$ cat src/rtl/instr_fetch.sv
// instr_fetch: reading side of Program_Mem for the Jac1-8 core.
// Drives pc and samples the same-cycle ir. GOTO is resolved locally;
// every other word goes to the execute stage over instr_valid/exec_ready.
module instr_fetch #(
    parameter int unsigned PC_WIDTH = 8,
    parameter int unsigned IRWidth  = 16,
    parameter int unsigned CMD_CNT  = 64,
    parameter logic [3:0]  OP_GOTO  = 4'b1000
) (
    input  logic                clk,
    input  logic                res_n,
    output logic [PC_WIDTH-1:0] pc,
    input  logic [IRWidth-1:0]  ir,
    input  logic                halt,
    output logic [IRWidth-1:0]  instr,
    output logic [PC_WIDTH-1:0] instr_pc,
    output logic                instr_valid,
    input  logic                exec_ready,
    output logic                addr_err
);

    // state | meaning
    // BOOT  | first cycle after reset; Program_Mem image settling, no capture
    // FETCH | nothing pending; capture the word at pc every cycle
    // ISSUE | instruction pending on instr/instr_pc until exec_ready
    typedef enum logic [1:0] {
        BOOT  = 2'd0,
        FETCH = 2'd1,
        ISSUE = 2'd2
    } state_t;

    localparam logic [PC_WIDTH:0]   CMD_CNT_W = (PC_WIDTH + 1)'(CMD_CNT);
    localparam logic [PC_WIDTH-1:0] PC_LAST   = PC_WIDTH'(CMD_CNT - 1);
    localparam logic [PC_WIDTH-1:0] PC_ONE    = PC_WIDTH'(1);

    state_t              state;
    logic                is_goto;
    logic                target_ok;
    logic                take_slot;
    logic [PC_WIDTH-1:0] target;
    logic [PC_WIDTH-1:0] pc_seq;

    // Decode the word at pc, its branch target and the sequential successor.
    // take_slot: the output register is free this edge (nothing pending, or
    // the pending instruction is being accepted), so a capture may happen.
    always_comb begin
        is_goto   = (ir[IRWidth-1 -: 4] == OP_GOTO);
        target    = ir[PC_WIDTH-1:0];
        target_ok = ({1'b0, target} < CMD_CNT_W);
        pc_seq    = (pc == PC_LAST) ? '0 : pc + PC_ONE;
        take_slot = (state == FETCH) || ((state == ISSUE) && exec_ready);
    end

    // Fetch sequencer: boot delay, GOTO resolution, issue and hold.
    always_ff @(posedge clk or negedge res_n) begin
        if (!res_n) begin
            state       <= BOOT;
            pc          <= '0;
            instr       <= '0;
            instr_pc    <= '0;
            instr_valid <= 1'b0;
            addr_err    <= 1'b0;
        end else begin
            case (state)
                BOOT: begin
                    state <= FETCH;
                end
                FETCH, ISSUE: begin
                    if (take_slot) begin
                        if (halt) begin
                            instr_valid <= 1'b0;
                            state       <= FETCH;
                        end else if (is_goto) begin
                            // out-of-range targets restart at 0 and flag it
                            pc          <= target_ok ? target : '0;
                            if (!target_ok) begin
                                addr_err <= 1'b1;
                            end
                            instr_valid <= 1'b0;
                            state       <= FETCH;
                        end else begin
                            instr       <= ir;
                            instr_pc    <= pc;
                            instr_valid <= 1'b1;
                            pc          <= pc_seq;
                            state       <= ISSUE;
                        end
                    end
                end
                default: begin
                    state <= BOOT;
                end
            endcase
        end
    end

endmodule

$ cat config.mk
export PLATFORM = sky130hd
export DESIGN_NAME = instr_fetch
export DESIGN_NICKNAME = d
export VERILOG_FILES = /design/src/rtl/instr_fetch.sv
export SDC_FILE = /design/constraint.sdc
export NUM_CORES = 1
export LEC_CHECK = 0
export CAP_MARGIN = 40
export CORE_AREA = 3 3 66 68
export CTS_CLUSTER_SIZE = 30
export DETAILED_ROUTE_END_ITERATION = 8
export DIE_AREA = 0 0 69 71
export GPL_TIMING_DRIVEN = 0
export HOLD_SLACK_MARGIN = 0.15
export PLACE_DENSITY_LB_ADDON = 0.1
export SYNTH_ARGS = -nofsm -noshare
export SYNTH_HDL_FRONTEND = slang
export SYNTH_SLANG_ARGS = --single-unit
$ cat constraint.sdc
create_clock -name clk -period 2 [get_ports clk]
set_input_delay 0.6 -clock clk [delete_from_list [all_inputs] [get_ports clk]]
set_output_delay 0.6 -clock clk [all_outputs]
set_load 0.1 [all_outputs]
* Word-level counts from Yosys, hierarchy flattened
Cells that the tools add are included.
Storage, ports and cells: logic and storage cells 33, output and inout bits 34, register bits after elaboration 36
Operators by class: equal/unequal tests 5, bitwise logic cells 3, add/subtract/negate cells 1, $lt $le $gt $ge 1, reduce and logical (&&, ||, !) cells 8, muxes and demuxes 9
Operator list (count):
- $mux W8 | 3
- $add A8 B1 Y8 const B | 1
- $eq A8 B6 Y1 const B | 1
- $lt A8 B7 Y1 const B | 1
- $mux W2 | 3
- $reduce_and A5 Y1 | 1
- $eq A4 B4 Y1 const B | 1
- $pmux W2 S2 | 1
- $reduce_and A4 Y1 | 1
- $not A1 Y1 | 3
- $reduce_and A3 Y1 | 1
- $eq A2 B1 Y1 const B | 1
- $eq A2 B2 Y1 const B | 1
- $logic_not A2 Y1 | 1
- $mux W1 | 2
- $ne A2 B2 Y1 const B | 1
- $reduce_and A2 Y1 | 1
- $reduce_or A2 Y1 | 1
- $logic_and A1 B1 Y1 | 1
- $logic_or A1 B1 Y1 | 1

* Logic depth before layout (Yosys ltp)
Gate-level depths: netlist of the first run.
word-level depth 5, mapped depth 7

* Worst setup path after synthesis of the first run
No wires, ideal clock.
kind register to register, start point reg pc[0], end point reg pc[5], required time 1.876 ns, period minus slack after synthesis 2.180 ns, arrival time 2.056 ns, buffers on the path 0, stages on the path, launching flop included 6, path slack -0.180 ns, cells stage by stage dfrtp_1 ha_1 and4_1 a31o_2 o21ai_0 a211o_1
On the way: cells in the longest elaborated chain, start to end 3
Ends and longest elaborated chain:
- start, declared | RTL line 12 | output logic [PC_WIDTH-1:0] pc,
- start signal, assigned | RTL line 75 | pc <= target_ok ? target : '0;
- start signal, assigned | RTL line 85 | pc <= pc_seq;
- $add A8 B1 Y8 / $eq A8 B6 Y1 (equally long branches) | RTL line 50 | pc_seq = (pc == PC_LAST) ? '0 : pc + PC_ONE;
- $mux W8 * | RTL line 50
- $mux W8 * | RTL line 73 | end else if (is_goto) begin
Mark *: on every way between the ends. The rest lies on a longest branch, timed or not. A chain may end at the register's enable or synchronous reset.

* Final worst setup path of the first run
start point reg pc[6], end point out pc[6]
No word-level cell between the ends.

==> qor.csv, run 1 <==
stage,metric,value,unit
status,status,"finished, final reports clean",
drt,vias per cell,5.19,
floorplanning,die area,4900,um^2
yosys,simple-gate share of the synthesized area,0.139,
sta,f_max,506,MHz
critical_path,type of the worst setup path,reg2out,
sta,Worst-Margin Slew,0.799,ns
critical_path,CP startpoint,pc[6]$_DFFE_PN0P_,
grt,vias in the first global route,1661,
floorplanning,die width,69,um
grt,GRT Resource Usage Total,0.195,
yosys,Synth Area in XOR/XNOR,0,
grt,initial antenna violation count,0,
yosys,syn nets,161,
yosys,Netlist Area Pre-Place,1730,um^2
critical_path,reg2reg setup slack,0.08,ns
yosys,Synth Area in Compound Gates,0.0961,
critical_path,Startpoint Class,register,
critical_path,worst path required time,1.40,ns
drt,Detail Route Antenna Nets,0,
clocking,H-tree depth,2,
critical_path,reg2reg start,state[0]$_DFFE_PN0P_,
clocking,clock slew at reported path FFs,0.07,ns
critical_path,Critical Path Sink,pc[6],
layout,ANT cells,0,
clocking,CTS Hold Bufs,0,
place,Setup WS pre-CTS,-0.350,ns
sta,Fin. Hold Viols,0,
drt,DRC viols,0,
layout,most frequent cells in the layout,"31 x dfrtp_1, 28 x clkdlybuf4s50_1, 28 x buf_12",
clocking,Clock Root Buffer,clkbuf_8,
clocking,CTS Buf Count,5,
yosys,Yosys cell types,33,
yosys,Ys Warns,0,
sta,relative max-transition margin,0.467,
yosys,average size of a mapped cell,12.7,um^2
drt,WL/cell,16.2,um
layout,fraction of layout cells with a size suffix above 1,0.368,
place,PortBufs,53,
floorplanning,core area,3910,um^2
sta,fin. max-slew vios,0,
clocking,Num Clock Sinks,36,
clocking,worst skew pair latency,0.29,ns
drt,final wirelength,4610,um
floorplanning,initial core utilization,0.442,
yosys,largest family of logic cells by synthesized area,multiplexers,
worst_hold_path,Worst Hold Class,in2async,
yosys,post-synthesis sequential area ratio,0.520,
drt,number of DRC markers in iteration 0,53,
critical_path,Crit path arrival time,1.37,ns
sta,setup ws final,0.0251,ns
sta,unrepaired setup endpoints after global routing,yes,
grt,GRT overflow,0,
floorplanning,row cnt,23,
layout,"most common cell after layout, fill and taps aside",dfrtp_1,
place,HPWL after DPL,3180,um
sta,"Setup violations, final",0,
drt,total number of vias,1475,
layout,layout filler cell count,216,
sta,Min Hold Slack,0.401,ns
floorplanning,Die Height,71,um
sta,min Tclk post-route,1.97,ns
drt,Detailed Routing Iterations Pass 1,5,
critical_path,Critical R2R Capture,instr_pc[2]$_DFFE_PN0P_,
yosys,Gate Count Post-Synth,136,
yosys,mux contribution to synthesized area,0.184,
place,placer congestion estimate,0.743,
layout,area grow syn2layout,81.5,%
clocking,Max Buffers Root-to-Sink,2,
layout,Layout Nets,259,
grt,largest net degree at the start of global routing,37,
clocking,CTS tree,done,
critical_path,Worst Path Max Fanout,2,
job,Maximum Capacitance Violations,0,
sta,final clock skew,0.00634,ns
yosys,Synth Register Bits,36,
yosys,Synth Area in Adders,0.0361,
critical_path,Worst Reg-to-Reg Cells,6,
critical_path,CP endpoint kind,primary output,
grt,first-pass GRT wire length,7760,um
floorplanning,IO Count,54,
sta,Tcrit/Tclk final,0.987,
layout make-up:
cell class / count / area (um^2) / share of cell area
Buffer: 4 / 35.0 / 0.0111
Clock buffer: 7 / 76.3 / 0.0243
Inverter: 2 / 7.51 / 0.00239
Multi-Input combinational cell: 94 / 802 / 0.255
Sequential cell: 36 / 907 / 0.289
Tap cell: 50 / 62.6 / 0.0199
Timing Repair Buffer: 91 / 1250 / 0.398
flip-flops by register name, summed over array words and instances, names as in the netlist:
signal,count
instr,16
instr_pc,8
pc,8
state,2
addr_err,1
instr_valid,1
cells by family (layout without fill, tap and decap cells):
kind of cell | after synthesis | count (layout)
and+or+nand+nor | 42 | 42
DFF | 36 | 36
AOI/OAI and AO/OA | 25 | 25
muxes | 22 | 22
buffers and inverters | 6 | 104
adders and majority gates | 5 | 5
critical path, cell delays in order, from the launching register on:
cell             delay [ns]
dfrtp_1                0.36
clkdlybuf4s50_1        0.55
buf_12                 0.19
repair_timing:
action                                  4_1_cts  5_1_grt
gates resized for setup                      15       38
setup buffers                                 7        1
endpoints found under the setup margin       30       41
pin swaps                                     2        0
worst min-delay path by stage:
stage	startpoint	endpoint	slack, ns	cells after the start
5_1_grt	res_n	instr[15]$_DFFE_PN0P_	0.46	1
3_3_place_gp	addr_err$_DFFE_PN0P_	addr_err$_DFFE_PN0P_	0.44	1
4_1_cts	res_n	instr[14]$_DFFE_PN0P_	0.42	1
3_5_place_dp	addr_err$_DFFE_PN0P_	addr_err$_DFFE_PN0P_	0.45	1
6_report	res_n	instr[11]$_DFFE_PN0P_	0.40	1
2_1_floorplan	res_n	addr_err$_DFFE_PN0P_	0.30	0
cell usage after synthesis (all sizes together):
library cell	count	area (um^2)
a31oi	3	18.8
and3b	1	8.76
ha	5	62.6
nor3b	1	7.51
nand4	2	12.5
nand3	5	25.0
a211o	1	8.76
o21ai	6	30.0
a31o	1	8.76
dfrtp	36	901
o2bb2a	1	10.0
nor3	2	21.3
a21oi	4	20.0
o21a	2	15.0
nor4b	2	32.5
a22o	2	17.5
inv	2	7.51
mux2	22	319
o211ai	1	7.51
buf	4	35.0
and2	1	6.26
and4	2	17.5
nand2	13	48.8
or4b	1	10.0
nor2	10	37.5
nand2b	2	12.5
o31ai	1	7.51
a21o	3	22.5
routing by layer:
layer	GRT usage	part of all wire
met2	0.344	0.53
met1	0.240	0.41
met4	0.0651	0.011
met3	0.0384	0.047
met5	0	0
metrics by stage:
stage           util  setup TNS (ns)  cell area [um^2]  instances
6_report       0.803               0              3140        284
5_1_grt        0.803         -0.0337              3140        284
2_1_floorplan      -               0              1740        136
3_3_place_gp   0.595          -28.84              2330        239
3_5_place_dp   0.730           -9.99              2860        273
4_1_cts        0.768               0              3000        285
Power of run 1 is left out: the tool's default activity adds up to more than one toggle a clock period on the data nets, which glitch-free logic cannot reach.
==> run 2: changes to the inputs <==
--- a/config.mk
+++ b/config.mk
@@ -5,11 +5,12 @@
 export SDC_FILE = /design/constraint.sdc
 export NUM_CORES = 1
 export LEC_CHECK = 0
+export ABC_AREA = 1
 export CAP_MARGIN = 40
-export CORE_AREA = 3 3 66 68
+export CORE_AREA = 3 3 67 69
 export CTS_CLUSTER_SIZE = 30
 export DETAILED_ROUTE_END_ITERATION = 8
-export DIE_AREA = 0 0 69 71
+export DIE_AREA = 0 0 70 72
 export GPL_TIMING_DRIVEN = 0
 export HOLD_SLACK_MARGIN = 0.15
 export PLACE_DENSITY_LB_ADDON = 0.1
==> run 2 against run 1 <==
  * Core utilization decreased by 6.3 points
  * Largest cell class unchanged
  * Cell area decreased by 6.4%
  * Count of clock-buffer cells in the layout decreased by 2
  * Global-route usage increased by 0.69 points
  * Area after synthesis increased by 5.1%
==> qor.csv, run 2 <==
stage,metric,value,unit
layout,final core utilization,0.740,
critical_path,CP Cell Sequence,clkdlybuf4s50_1 > buf_12,
yosys,syn nets,241,
layout,ANT cells,0,
yosys,Gate Count Post-Synth,216,
grt,GRT overflow,0,
clocking,Max Buffers Root-to-Sink,2,
layout,Largest register FFs,16,
sta,f_max,505,MHz
floorplanning,die width,70,um
floorplanning,IO Count,54,
critical_path,type of the worst setup path,reg2out,
layout,Layout Cell Area excl Fill,2940,um^2
yosys,Netlist Area Pre-Place,1820,um^2
yosys,Ys Warns,0,
layout,"most common cell after layout, fill and taps aside",nand2_1,
drt,Detail Route Antenna Nets,0,
critical_path,reg2reg start,state[0]$_DFFE_PN0P_,
sta,Worst-Margin Slew,0.785,ns
yosys,Synth Flop Type,dfrtp_1,
grt,initial antenna violation count,0,
clocking,Num Clock Sinks,36,
job,Maximum Capacitance Violations,0,
critical_path,CP endpoint kind,primary output,
drt,WL/cell,13.7,um
place,PortBufs,53,
yosys,largest cells by area after synthesis,"dfrtp_1 49%, nand2_1 18%, o21ai_2 5.3%",
sta,relative max-transition margin,0.477,
layout,fraction of layout cells with a size suffix above 1,0.275,
yosys,largest family of logic cells by synthesized area,simple AND/OR/NAND/NOR gates,
yosys,"area leader, netlist",dfrtp_1,
sta,min Tclk post-route,1.98,ns
drt,total number of vias,1658,
worst_hold_path,Worst Hold Class,in2async,
floorplanning,initial core utilization,0.458,
drt,number of DRC markers in iteration 0,103,
yosys,Synth Area in Compound Gates,0.0784,
clocking,clock slew at reported path FFs,0.08,ns
critical_path,Worst Reg-to-Reg Cells,8,
clocking,CTS Buf Count,5,
critical_path,Crit path max-delay family,buffers and inverters,
critical_path,Worst Path Buf+Inv,2,
clocking,CTS tree,done,
layout,FF/Latch Area,903,um^2
grt,first-pass GRT wire length,8140,um
drt,final wirelength,4610,um
yosys,average size of a mapped cell,8.43,um^2
yosys,Synth Register Bits,36,
clocking,Clock Root Buffer,clkbuf_8,
floorplanning,die area,5040,um^2
yosys,Post-synth top cells,"87 x nand2_1, 36 x dfrtp_1, 22 x inv_1",
floorplanning,row cnt,23,
critical_path,highest-delay cell along the critical path,clkdlybuf4s50_1,
critical_path,Startpoint Class,register,
yosys,mux contribution to synthesized area,0,
critical_path,Critical R2R Capture,instr[9]$_DFFE_PN0P_,
layout,area grow syn2layout,61.5,%
yosys,number of synthesized flops with an enable pin,0,
grt,vias in the first global route,1802,
place,placer congestion estimate,0.804,
critical_path,Max stage delay on crit path,0.53,ns
clocking,worst skew pair latency,0.29,ns
floorplanning,Die Height,72,um
layout,most frequent cells in the layout,"87 x nand2_1, 34 x dfrtp_1, 29 x buf_12",
critical_path,Worst Path Max Fanout,2,
sta,fin. max-slew vios,0,
sta,final clock skew,0.00919,ns
critical_path,worst path required time,1.40,ns
layout,Biggest register,instr,
sta,"Setup violations, final",0,
sta,Fin. Hold Viols,0,
yosys,Synth Area in XOR/XNOR,0,
yosys,post-synthesis sequential area ratio,0.495,
yosys,Yosys cell types,24,
grt,largest net degree at the start of global routing,37,
yosys,"count leader, synth",nand2_1,
layout,Top Registers,"instr: 16 flops, instr_pc: 8 flops, pc: 8 flops",
layout,layout filler cell count,272,
grt,GRT Resource Usage Total,0.202,
place,HPWL after DPL,3560,um
layout,Layout Nets,311,
yosys,Synth Area in Adders,0.0344,
yosys,share of the synthesized area in the top cell type,0.495,
status,status,"finished, final reports clean",
critical_path,Crit path arrival time,1.38,ns
drt,vias per cell,4.92,
place,Post-DP Area,2960,um^2
clocking,H-tree depth,2,
layout,multi-input logic area,764,um^2
critical_path,reg2reg setup slack,0.28,ns
floorplanning,core area,3970,um^2
yosys,simple-gate share of the synthesized area,0.307,
drt,Detailed Routing Iterations Pass 1,4,
yosys,share of flip-flops with an asynchronous set or reset,1.00,
drt,DRC viols,0,
sta,Tcrit/Tclk final,0.990,
-- run 2: cell types whose count changed in the layout (fill, tap and decap cells not counted), moves of 4 or more --
cell	delta
clkdlybuf4s50_1	-5
nand3_1	+10
o21ai_2	+11
dlygate4sd2_1	-4
nand2_2	+4
mux2_4	-19
buf_4	-4
nand2_1	+75
inv_1	+20
dlymetal6s2s_1	-15
-- run 2: worst max-delay path by stage --
stage | end | cells past startpoint | startpoint | slack (ns)
floorplan | pc[5]$_DFFE_PN0P_ | 8 | pc[1]$_DFFE_PN0P_ | 0.05
CTS | instr[7] | 2 | instr[7]$_DFFE_PN0P_ | 0.002
finish | pc[1] | 2 | pc[1]$_DFFE_PN0P_ | 0.02
global route | instr_pc[3] | 2 | instr_pc[3]$_DFFE_PN0P_ | -0.02
detailed placement | pc[4]$_DFFE_PN0P_ | 8 | ir[13] | -0.11
global placement | pc[7]$_DFFE_PN0P_ | 1 | res_n | -0.52
-- run 2: cell families (layout without fill, tap and decap cells) --
| kind of cell | after synthesis | count (layout) |
|---|---|---|
| AO/OA/AOI/OAI | 19 | 19 |
| adder cells (fa/ha/maj) | 5 | 5 |
| buffers and inverters | 30 | 101 |
| flip-flops | 36 | 36 |
| AND/OR/NAND/NOR | 126 | 126 |
-- run 2: stage by stage --
stage / std cells / setup WS (ns) / TNS (ns) / hold slack [ns]
final: 337 / 0.0198 / 0 / 0.375
after global routing: 337 / -0.0164 / -0.0164 / 0.445
after CTS: 357 / 0.00192 / 0 / 0.414
after detailed placement: 353 / -0.114 / -1.09 / 0.457
after global placement: 319 / -0.520 / -22.64 / 0.454
after floorplan: 216 / 0.0451 / 0 / 0.304
-- run 2: final cells by class --
type	count	share of cell area
timing repair buffer	63	0.329
sequential	36	0.307
multi-input combinational	150	0.260
inverter	25	0.0345
clock buffer	5	0.0234
tap	50	0.0213
buffer	5	0.0183
clock inverter	3	0.00638
-- run 2: metal layers --
layer | GRT usage | share of wire | wire (um)
met1 | 0.256 | 0.44 | 2040
met2 | 0.357 | 0.49 | 2280
met3 | 0.0332 | 0.049 | 227
met4 | 0.0638 | 0.013 | 61
met5 | 0 | 0 | 0
-- run 2: repair_timing --
item | 4_1_cts | 5_1_grt
gates resized for setup | 14 | 18
hold buffers | 0 | 0
setup endpoints to repair | 13 | 22
buffers inserted | 4 | 0
Power of run 2 is left out for the same reason.
==> run 3: changes to the inputs <==
--- a/config.mk
+++ b/config.mk
@@ -7,13 +7,14 @@
 export LEC_CHECK = 0
 export ABC_AREA = 1
 export CAP_MARGIN = 40
-export CORE_AREA = 3 3 67 69
+export CORE_AREA = 3 3 65 67
+export CTS_BUF_LIST = sky130_fd_sc_hd__clkbuf_8
 export CTS_CLUSTER_SIZE = 30
 export DETAILED_ROUTE_END_ITERATION = 8
-export DIE_AREA = 0 0 70 72
+export DIE_AREA = 0 0 68 70
 export GPL_TIMING_DRIVEN = 0
 export HOLD_SLACK_MARGIN = 0.15
-export PLACE_DENSITY_LB_ADDON = 0.1
+export PLACE_DENSITY = 0.87
 export SYNTH_ARGS = -nofsm -noshare
 export SYNTH_HDL_FRONTEND = slang
 export SYNTH_SLANG_ARGS = --single-unit
==> run 3 against run 2 <==
  * Final cell count is 2.1% lower
  * Fmax increased by 6.9%
  * Critical path depth rose by 6
  * Sequential share of layout area decreased by 0.065 points
  * Critical path type is now in2reg
  * Cell area up 0.21%
  * Hold slack improved by 0.0053 ns
  * Wire length is 12% higher
  * Count of clock-buffer cells in the layout unchanged
  * Register-to-register slack is essentially flat
  * Non-clock buffer count fell by 5
  * First-iteration DRC count up 12%
  * Global-route usage is 4.5 points higher
==> qor.csv, run 3 (synthesis gave the netlist of run 2 again) <==
stage,metric,value,unit
sta,Tcrit/Tclk final,0.927,
critical_path,Critical Path Sink,pc[3]$_DFFE_PN0P_,
critical_path,worst path required time,2.23,ns
clocking,worst skew pair latency,0.29,ns
grt,vias in the first global route,1863,
clocking,Max Buffers Root-to-Sink,2,
grt,initial antenna violation count,0,
grt,first-pass GRT wire length,8760,um
clocking,Num Clock Sinks,36,
layout,ANT cells,0,
critical_path,CP most frequent cell,nand2_1,
layout,Layout Cell Area excl Fill,2950,um^2
layout,Largest register FFs,16,
grt,largest net degree at the start of global routing,37,
floorplanning,Die Height,70,um
layout,most frequent cells in the layout,"87 x nand2_1, 34 x dfrtp_1, 34 x buf_12",
worst_hold_path,Worst Hold Class,in2async,
drt,vias per cell,5.23,
floorplanning,IO Count,54,
critical_path,reg2reg setup slack,0.27,ns
layout,fraction of layout cells with a size suffix above 1,0.280,
sta,fin. max-slew vios,0,
clocking,CTS Buf Count,5,
sta,final clock skew,0.00554,ns
sta,"Setup violations, final",0,
drt,number of DRC markers in iteration 0,115,
layout,Top Registers,"instr: 16 flops, instr_pc: 8 flops, pc: 8 flops",
sta,relative max-transition margin,0.481,
sta,unrepaired setup endpoints after global routing,no,
floorplanning,initial core utilization,0.494,
critical_path,CP endpoint kind,register,
floorplanning,row cnt,22,
floorplanning,die width,68,um
layout,Biggest register,instr,
critical_path,type of the worst setup path,in2reg,
drt,DRC viols,0,
status,status,"finished, final reports clean",
critical_path,Worst Reg-to-Reg Cells,10,
drt,Detail Route Antenna Nets,0,
sta,min Tclk post-route,1.85,ns
layout,Layout Nets,306,
layout,"most common cell after layout, fill and taps aside",nand2_1,
drt,Detailed Routing Iterations Pass 1,4,
critical_path,Crit path arrival time,2.09,ns
floorplanning,core area,3690,um^2
clocking,H-tree depth,2,
sta,Fin. Hold Viols,0,
drt,total number of vias,1726,
drt,WL/cell,15.7,um
clocking,CTS Hold Bufs,0,
critical_path,reg2reg start,state[0]$_DFFE_PN0P_,
place,PortBufs,53,
place,placer congestion estimate,0.798,
grt,GRT overflow,0,
critical_path,Critical R2R Capture,instr[5]$_DFFE_PN0P_,
critical_path,highest-delay cell along the critical path,clkdlybuf4s50_1,
clocking,clock slew at reported path FFs,0.07,ns
critical_path,CP startpoint,ir[13],
job,Maximum Capacitance Violations,0,
drt,final wirelength,5180,um
critical_path,Max stage delay on crit path,0.48,ns
critical_path,Worst Path Max Fanout,7,
place,HPWL after DPL,3810,um
layout,area grow syn2layout,61.9,%
critical_path,CP Cell Sequence,clkdlybuf4s50_1 > inv_1 > nand4_1 > nor2_2 > nand2_1 > nand2_1 > nand2_1 > nand2_1,
clocking,Clock Root Buffer,clkbuf_8,
floorplanning,die area,4760,um^2
sta,f_max,540,MHz
critical_path,Startpoint Class,primary input,
place,Post-DP Area,2920,um^2
clocking,CTS tree,done,
sta,Worst-Margin Slew,0.779,ns
grt,GRT Resource Usage Total,0.247,
[run 3: cell type report]
class / count / area, um^2
Timing Repair Buffer: 58 / 905
Sequential cell: 36 / 903
Multi-Input combinational cell: 150 / 764
Fill cell: 205 / 742
Inverter: 25 / 101
Clock inverter: 3 / 90.1
Clock buffer: 5 / 68.8
Tap cell: 48 / 60.1
Buffer: 5 / 53.8
[run 3: critical path, delay by kind of cell]
| family | cells | cell delay (ns) |
|---|---|---|
| buffers and inverters | 2 | 0.60 |
| AND/OR/NAND/NOR | 6 | 0.88 |
[run 3: worst min-delay path by stage]
stage | from | to | slack [ns] | cells after the start
floorplan | res_n | addr_err$_DFFE_PN0P_ | 0.30 | 0
global placement | instr[9]$_DFFE_PN0P_ | instr[9]$_DFFE_PN0P_ | 0.45 | 2
detailed placement | instr_pc[1]$_DFFE_PN0P_ | instr_pc[1]$_DFFE_PN0P_ | 0.46 | 2
CTS | res_n | instr[6]$_DFFE_PN0P_ | 0.40 | 1
global route | res_n | instr_pc[0]$_DFFE_PN0P_ | 0.44 | 1
finish | res_n | instr[15]$_DFFE_PN0P_ | 0.38 | 1
[run 3: layer usage]
| metal | GRT usage | share of wire | up-vias |
|---|---|---|---|
| li1 | - | - | 798 |
| met1 | 0.287 | 0.37 | 844 |
| met2 | 0.431 | 0.54 | 73 |
| met3 | 0.0547 | 0.067 | 11 |
| met4 | 0.0927 | 0.024 | 0 |
| met5 | 0 | 0 | - |
[run 3: through the flow]
step	hold slack [ns]	setup WS, ns	TNS, ns	std cells	utilization
2_1_floorplan	0.304	0.0451	0	216	-
3_3_place_gp	0.453	-0.473	-20.48	317	0.654
3_5_place_dp	0.463	-0.0959	-1.59	351	0.791
4_1_cts	0.399	0.000763	0	353	0.832
5_1_grt	0.441	0.0282	0	330	0.799
6_report	0.380	0.147	0	330	0.799
[run 3: what timing repair did]
| item | CTS | global route |
|---|---|---|
| pin swaps | 0 | 0 |
| setup endpoints to repair | 12 | 24 |
| resized for setup | 15 | 22 |
| setup buffers | 3 | 1 |
Power of run 3 is left out for the same reason.
